===== src/rtl/imem_loader_pkg.sv =====
// Shared types and constants for the instruction-memory boot loader.
// Feature macro IMEM_LOADER_CHECKSUM_EN enables the trailing checksum byte.
package imem_loader_pkg;

  typedef enum logic [2:0] {
    IDLE  = 3'd0,
    LEN   = 3'd1,
    DATA  = 3'd2,
    WRITE = 3'd3,
    CSUM  = 3'd4,
    DONE  = 3'd5,
    ERR   = 3'd6
  } ldr_state_e;

  typedef enum logic [1:0] {
    ERR_NONE = 2'd0,
    ERR_LEN  = 2'd1,
    ERR_CSUM = 2'd2
  } ldr_err_e;

  localparam int LEN_BYTES      = 4;
  localparam int BYTES_PER_WORD = 4;

  // Modulo-256 running sum; a frame is good when sum plus checksum byte is zero.
  function automatic logic [7:0] csum_add(input logic [7:0] sum, input logic [7:0] b);
    return sum + b;
  endfunction

endpackage


===== src/rtl/imem_loader_if.sv =====
// Byte-stream handshake between the byte source (master) and the loader (slave).
interface imem_loader_if;
  logic       byte_valid;
  logic [7:0] byte_data;
  logic       byte_ready;

  modport master (output byte_valid, output byte_data, input byte_ready);
  modport slave  (input byte_valid, input byte_data, output byte_ready);
endinterface


===== src/rtl/imem_word_packer.sv =====
// Packs accepted bytes little-endian into a 32-bit word and flags the byte that completes it.
module imem_word_packer
  import imem_loader_pkg::*;
(
  input  logic        clk,
  input  logic        rst_n,
  input  logic        i_clear,
  input  logic        i_byte_en,
  input  logic [7:0]  i_byte,
  output logic [31:0] o_word,
  output logic [31:0] o_word_next,
  output logic        o_word_full
);

  localparam int CNT_W = $clog2(BYTES_PER_WORD);

  logic [CNT_W-1:0] r_cnt;
  logic [31:0]      r_word;
  logic [31:0]      w_word_next;

  // New bytes enter at the top so that byte 0 ends up in [7:0] after four shifts.
  assign w_word_next = {i_byte, r_word[31:8]};
  assign o_word_next = w_word_next;
  assign o_word      = r_word;
  assign o_word_full = i_byte_en && (r_cnt == CNT_W'(BYTES_PER_WORD - 1));

  // Byte counter and shift register.
  always_ff @(posedge clk) begin
    if (!rst_n) begin
      r_cnt  <= '0;
      r_word <= 32'd0;
    end else if (i_clear) begin
      r_cnt  <= '0;
      r_word <= 32'd0;
    end else if (i_byte_en) begin
      r_cnt  <= r_cnt + CNT_W'(1);
      r_word <= w_word_next;
    end
  end

endmodule


===== src/rtl/imem_loader.sv =====
// Boot loader: framed byte stream -> sequential 32-bit instruction memory writes from address 0.
// Define IMEM_LOADER_CHECKSUM_EN to require a trailing checksum byte over the data bytes.
module imem_loader
  import imem_loader_pkg::*;
#(
  parameter int IMEM_DEPTH = 20,
  parameter int ADDR_W     = 32
) (
  input  logic              clk,
  input  logic              rst_n,
  input  logic              i_start,
  input  logic              i_abort,
  imem_loader_if.slave      bs,
  output logic              o_iwr_en,
  output logic [ADDR_W-1:0] o_iaddr,
  output logic [31:0]       o_idata,
  output logic              o_core_hold,
  output logic              o_done,
  output logic              o_err,
  output logic [1:0]        o_err_code,
  output logic [15:0]       o_words_loaded
);

  ldr_state_e  r_state;
  ldr_state_e  w_next;
  logic [31:0] r_len;
  logic [15:0] r_word_idx;
  logic [15:0] r_words_loaded;
  logic        r_err;
  logic [1:0]  r_err_code;

  logic        w_ready;
  logic        w_xfer;
  logic        w_pk_byte_en;
  logic        w_pk_full;
  logic [31:0] w_pk_word;
  logic [31:0] w_pk_word_next;
  logic        w_start_load;
  logic        w_err_set;
  logic [1:0]  w_err_code;

  assign w_ready      = (r_state == LEN) || (r_state == DATA) || (r_state == CSUM);
  assign w_xfer       = bs.byte_valid && w_ready;
  // abort beats a simultaneous byte: the packer never sees it.
  assign w_pk_byte_en = w_xfer && !i_abort && ((r_state == LEN) || (r_state == DATA));

  imem_word_packer u_packer (
    .clk         (clk),
    .rst_n       (rst_n),
    .i_clear     (w_start_load || i_abort),
    .i_byte_en   (w_pk_byte_en),
    .i_byte      (bs.byte_data),
    .o_word      (w_pk_word),
    .o_word_next (w_pk_word_next),
    .o_word_full (w_pk_full)
  );

`ifdef IMEM_LOADER_CHECKSUM_EN
  logic [7:0] r_sum;
  logic       w_csum_ok;
  assign w_csum_ok = (csum_add(r_sum, bs.byte_data) == 8'd0);
`endif

  // State register.
  always_ff @(posedge clk) begin
    if (!rst_n) begin
      r_state <= IDLE;
    end else begin
      r_state <= w_next;
    end
  end

  // Next-state decode plus load-start and error-set strobes.
  always_comb begin
    w_next       = r_state;
    w_start_load = 1'b0;
    w_err_set    = 1'b0;
    w_err_code   = ERR_NONE;
    if (i_abort) begin
      w_next = IDLE;
    end else begin
      case (r_state)
        IDLE, ERR: begin
          if (i_start) begin
            w_next       = LEN;
            w_start_load = 1'b1;
          end else begin
            w_next = r_state;
          end
        end
        LEN: begin
          if (!w_pk_full) begin
            w_next = LEN;
          end else if (w_pk_word_next == 32'd0) begin
            w_next = DONE;
          end else if (w_pk_word_next > 32'(IMEM_DEPTH)) begin
            w_next     = ERR;
            w_err_set  = 1'b1;
            w_err_code = ERR_LEN;
          end else begin
            w_next = DATA;
          end
        end
        DATA: begin
          if (w_pk_full) begin
            w_next = WRITE;
          end else begin
            w_next = DATA;
          end
        end
        WRITE: begin
          if (({16'd0, r_word_idx} + 32'd1) < r_len) begin
            w_next = DATA;
          end else begin
`ifdef IMEM_LOADER_CHECKSUM_EN
            w_next = CSUM;
`else
            w_next = DONE;
`endif
          end
        end
`ifdef IMEM_LOADER_CHECKSUM_EN
        CSUM: begin
          if (!w_xfer) begin
            w_next = CSUM;
          end else if (w_csum_ok) begin
            w_next = DONE;
          end else begin
            w_next     = ERR;
            w_err_set  = 1'b1;
            w_err_code = ERR_CSUM;
          end
        end
`endif
        DONE:    w_next = IDLE;
        default: w_next = IDLE;
      endcase
    end
  end

  // Length, word index, counters and sticky error.
  always_ff @(posedge clk) begin
    if (!rst_n) begin
      r_len          <= 32'd0;
      r_word_idx     <= 16'd0;
      r_words_loaded <= 16'd0;
      r_err          <= 1'b0;
      r_err_code     <= ERR_NONE;
    end else if (w_start_load) begin
      r_len          <= 32'd0;
      r_word_idx     <= 16'd0;
      r_words_loaded <= 16'd0;
      r_err          <= 1'b0;
      r_err_code     <= ERR_NONE;
    end else begin
      if ((r_state == LEN) && w_pk_full) begin
        r_len <= w_pk_word_next;
      end
      // The strobe fires whenever in WRITE, so the word is counted even under abort.
      if (r_state == WRITE) begin
        r_word_idx     <= r_word_idx + 16'd1;
        r_words_loaded <= r_words_loaded + 16'd1;
      end
      if (w_err_set) begin
        r_err      <= 1'b1;
        r_err_code <= w_err_code;
      end
    end
  end

`ifdef IMEM_LOADER_CHECKSUM_EN
  // Running sum of data bytes only.
  always_ff @(posedge clk) begin
    if (!rst_n) begin
      r_sum <= 8'd0;
    end else if (w_start_load) begin
      r_sum <= 8'd0;
    end else if ((r_state == DATA) && w_pk_byte_en) begin
      r_sum <= csum_add(r_sum, bs.byte_data);
    end
  end
`endif

  assign bs.byte_ready    = w_ready;
  assign o_iwr_en         = (r_state == WRITE);
  assign o_iaddr          = ADDR_W'({r_word_idx, 2'b00});
  assign o_idata          = w_pk_word;
  assign o_core_hold      = (r_state != IDLE);
  assign o_done           = (r_state == DONE);
  assign o_err            = r_err;
  assign o_err_code       = r_err_code;
  assign o_words_loaded   = r_words_loaded;

endmodule


===== src/flat_wrapper.sv =====
// flat-port wrapper written by rule: the top's interface ports become plain ports
module imem_loader_flat import imem_loader_pkg::*;
#(
  parameter int IMEM_DEPTH = 20,
  parameter int ADDR_W     = 32
)
  (clk, rst_n, i_start, i_abort, o_iwr_en, o_iaddr, o_idata, o_core_hold, o_done, o_err, o_err_code, o_words_loaded, bs_byte_valid, bs_byte_data, bs_byte_ready);
  imem_loader_if bs_i ();
  input  logic clk;
  input  logic rst_n;
  input  logic i_start;
  input  logic i_abort;
  output logic o_iwr_en;
  output logic [ADDR_W-1:0] o_iaddr;
  output logic [31:0] o_idata;
  output logic o_core_hold;
  output logic o_done;
  output logic o_err;
  output logic [1:0] o_err_code;
  output logic [15:0] o_words_loaded;
  input wire logic [$bits(bs_i.byte_valid)-1:0] bs_byte_valid;
  input wire logic [$bits(bs_i.byte_data)-1:0] bs_byte_data;
  output wire logic [$bits(bs_i.byte_ready)-1:0] bs_byte_ready;
  assign bs_i.byte_valid = bs_byte_valid;
  assign bs_i.byte_data = bs_byte_data;
  assign bs_byte_ready = bs_i.byte_ready;
  imem_loader #(.IMEM_DEPTH(IMEM_DEPTH), .ADDR_W(ADDR_W)) u_core (.clk(clk), .rst_n(rst_n), .i_start(i_start), .i_abort(i_abort), .bs(bs_i), .o_iwr_en(o_iwr_en), .o_iaddr(o_iaddr), .o_idata(o_idata), .o_core_hold(o_core_hold), .o_done(o_done), .o_err(o_err), .o_err_code(o_err_code), .o_words_loaded(o_words_loaded));
endmodule

===== config.mk =====
export PLATFORM = sky130hd
export DESIGN_NAME = imem_loader_flat
export DESIGN_NICKNAME = d
export VERILOG_FILES = /design/src/rtl/imem_loader_pkg.sv /design/src/rtl/imem_loader_if.sv /design/src/rtl/imem_word_packer.sv /design/src/rtl/imem_loader.sv /design/src/flat_wrapper.sv
export SDC_FILE = /design/constraint.sdc
export NUM_CORES = 1
export LEC_CHECK = 0
export CAP_MARGIN = 40
export CORE_MARGIN = 2
export CORE_UTILIZATION = 51
export CTS_CLUSTER_DIAMETER = 30
export DETAILED_ROUTE_END_ITERATION = 6
export PLACE_DENSITY = 0.84
export SLEW_MARGIN = 5
export SYNTH_ARGS = -nofsm -noshare
export SYNTH_HDL_FRONTEND = slang
export SYNTH_SLANG_ARGS = --single-unit

===== constraint.sdc =====
create_clock -name clk -period 4.1 [get_ports clk]
set_clock_uncertainty 0.15 [all_clocks]
set_input_delay 0.41 -clock clk [delete_from_list [all_inputs] [get_ports clk]]
set_output_delay 0.41 -clock clk [all_outputs]
set_load 0.02 [all_outputs]

==> flow_metrics.py <==
metrics = {
    "status": {
        "outcome": "completed",
    },
    "worst_setup_path": {
        "arrival_ps": 3780,
        "start_kind": "register",
        "crit_type": "register to register",
        "cp-end-kind": "register",
        "r2r-start": "u_core.r_word_idx[0]$_SDFFE_PP0P_",
        "required_ps": 4270,
        "slowest_stage": "or4_1",
        "critPathMaxFanout": 6,
        "critPathLaunch": "u_core.r_word_idx[0]$_SDFFE_PP0P_",
        "max_stage_delay_ps": 540,
        "crit_path_cell_trace": "ha_1, nand3_1, nor4_1, buf_4, nand3_1, nor2_1, xor2_1, ha_1, nand4_1, or4_1, o32a_1, a21oi_1, o22a_1",
    },
    "sta": {
        "worst_pin_slew_ps": 563,
        "worst_slack_ps": 483,
        "setup_viol": 0,
        "rsz0062_at_grt": "no",
        "relSlewSlack_pct": 62.2,
        "finalHoldViolations": 0,
        "maxSlewViolCount": 0,
        "finalWorstPathRequiredPeriod_ps": 3620,
        "fin_setup_tns_ps": 0,
        "period_share_pct": 88.2,
        "timing.fmax_ghz": 0.276,
    },
    "global_routing": {
        "grt_pass1_wl_um": 19800,
        "grt_pass1_vias": 4153,
        "grt_max_degree": 38,
        "grt_use_total_pct": 23.5,
        "antenna_found_initial": 0,
        "grt_overflow_total": 0,
    },
    "clock_tree": {
        "ctsHoldBuffers": 0,
        "cts_tree": "built",
        "ctsResizeCount": 0,
        "postCtsSetupBuffers": 0,
        "cts.sinks": 103,
        "cts_buffers": 9,
        "cts_buffer_depth": 2,
        "root_buffer": "clkbuf_8",
        "htree_levels": 3,
        "clk_pin_slew_worst_paths_ps": 110,
        "clock_latency_ps": 370,
    },
    "routing": {
        "routed_wl_um": 11800,
        "initialDrtViolationCount": 279,
        "via_count": 4413,
        "dr.pass1.iters": 5,
        "vias_per_cell": 5.36,
        "drc": 0,
        "ant_nets": 0,
        "routedWlPerCell_um": 14.3,
    },
    "yosys": {
        "ys_types": 43,
        "yosys_warnings": 0,
        "synth_compound_area_share_pct": 11.9,
        "synth_edf_count": 0,
        "netlist_area_um2": 4880,
        "synth_area_leaders": "dfxtp_1 (42%), nand2_1 (12%), a21oi_1 (8.4%)",
        "synth_common_cells": "nand2_1 (156), dfxtp_1 (103), a21oi_1 (82)",
        "synth.most_common_cell": "nand2_1",
        "synth_top_family_by_area": "simple AND/OR/NAND/NOR gates",
        "synth.largest_area_cell": "dfxtp_1",
        "syn-instance-count": 620,
        "synth_xor_area_share_pct": 7.36,
        "yosys_most_used_dff": "dfxtp_1",
        "synth.avg_cell_area_um2": 7.87,
        "synth_top_area_share_pct": 42.2,
        "ys_seq_area_share_pct": 42.2,
        "synth_seq_cells": 103,
        "ys_async_sr_fraction_pct": 0,
        "synth_fa_ha_area_share_pct": 4.87,
        "synth-simple-area-share_pct": 25.2,
        "muxShareOfSynthArea_pct": 0.461,
    },
    "pwr": {
        "leakage_nw": 2.02,
        "power_density_nw_per_um2": 287,
        "vdd_drop_max_mv": 0.176,
    },
    "place": {
        "place_ws_ps": 537,
        "port_buffers": 82,
        "hpwl_um": 8640,
        "place.gp.congestion": 0.833,
    },
    "finish": {
        "nets": 722,
        "seqCellArea_um2": 2060,
        "multi_input_area_um2": 2510,
        "fillers": 768,
        "antennaDiodeCount": 0,
        "layout-drive-gt1-share_pct": 4.32,
        "area_growth_pct": 22.2,
    },
    "run": {
        "cap_violations": 0,
    },
    "die": {
        "initial_core_util_pct": 52.6,
        "die-area_um2": 10400,
        "io_pins": 100,
        "coreArea_um2": 9280,
        "num_rows": 35,
        "dieWidth_um": 102,
        "die_h_um": 102,
    },
    "min_path": {
        "hold_class": "register to register",
        "worstHoldStart": "u_core.r_len[20]$_SDFFE_PP0P_",
    },
}
through the flow:
stage	utilization, %	cell area, um^2	hold WS (ps)	cells	total power (W)
after floorplan	-	4940	286	636	0.00108
after global placement	61.3	5690	293	805	0.00109
after detailed placement	62.1	5770	296	808	0.00110
after CTS	64.3	5970	312	824	0.00172
after global routing	64.3	5970	333	824	0.00177
final	64.3	5970	315	824	0.00171
path summary, 6_finish.rpt:
| check | to | slack, ps | cells past startpoint |
|---|---|---|---|
| worst max-delay path | u_core.r_state[2]$_SDFFE_PP0P_ | 480 | 13 |
| worst min-delay path | u_core.r_len[20]$_SDFFE_PP0P_ | 310 | 2 |
| worst max register to register | u_core.r_state[2]$_SDFFE_PP0P_ | 480 | 13 |
| worst min register to register | u_core.r_len[20]$_SDFFE_PP0P_ | 310 | 2 |
placed cells by master, fill, tap and decap left out, drive strengths merged, types with 2 or more instances in the layout:
master and count:
nand2 156, dfxtp 103, a21oi 82, clkdlybuf4s50 82
nor2 45, inv 28, xnor2 24, ha 19
xor2 17, conb 17, nand3 14, nand4 11
nor4 11, nor3 11, o21ai 11, clkbuf 9
buf 9, and3 6, or3 6, and4 4
o21a 4, nand3b 3, clkinv 3, mux2 2
a211oi 2, or4 2, nor4b 2
kinds of logic after synthesis:
kind of cell / after synthesis
buffers and inverters: 72
XOR/XNOR: 41
adder cells (fa/ha/maj): 19
AND/OR/NAND/NOR: 275
AO/OA/AOI/OAI: 107
other: 1
flip-flops: 103
multiplexers: 2
routing by layer:
metal	vias to the layer above	global-route usage (%)	wire (um)
met4	0	7.69	214
li1	2180	-	-
met2	144	40.4	5920
met1	2067	29.8	4980
met5	-	0	0
met3	22	4.38	668
registers in the layout, summed over array words and instances (netlist names):
signal / count
u_core.o_err_code: 1
u_core.o_words_loaded: 16
u_core.o_err: 1
u_core.r_len: 32
u_core.r_word_idx: 16
u_core.u_packer.r_cnt: 2
u_core.u_packer.o_word: 32
u_core.r_state: 3
where the power goes:
part | total (W) | leakage, nW | switching [W] | internal [W]
logic | 0.0000776 | 1.09 | 0.0000521 | 0.0000255
registers | 0.00100 | 0.829 | 0.00000175 | 0.00100
clock network | 0.000632 | 0.101 | 0.000390 | 0.000242
worst max-delay path: cells and delay by family, from the launching register on:
family	cells	cell delay [ps]
compound gates	3	690
xor+xnor	1	90
fa+ha+maj	2	550
buf+inv	1	190
flops	1	440
simple gates	6	1480
layout make-up:
cell class	count	share of cell area (%)
inverters	24	1.51
clock buffers	9	2.08
well taps	129	2.70
clock inverters	7	1.24
repair buffers	91	15.8
multi-input cells	461	42.1
flip-flops and latches	103	34.6
Power figures use the tool's default switching activity.
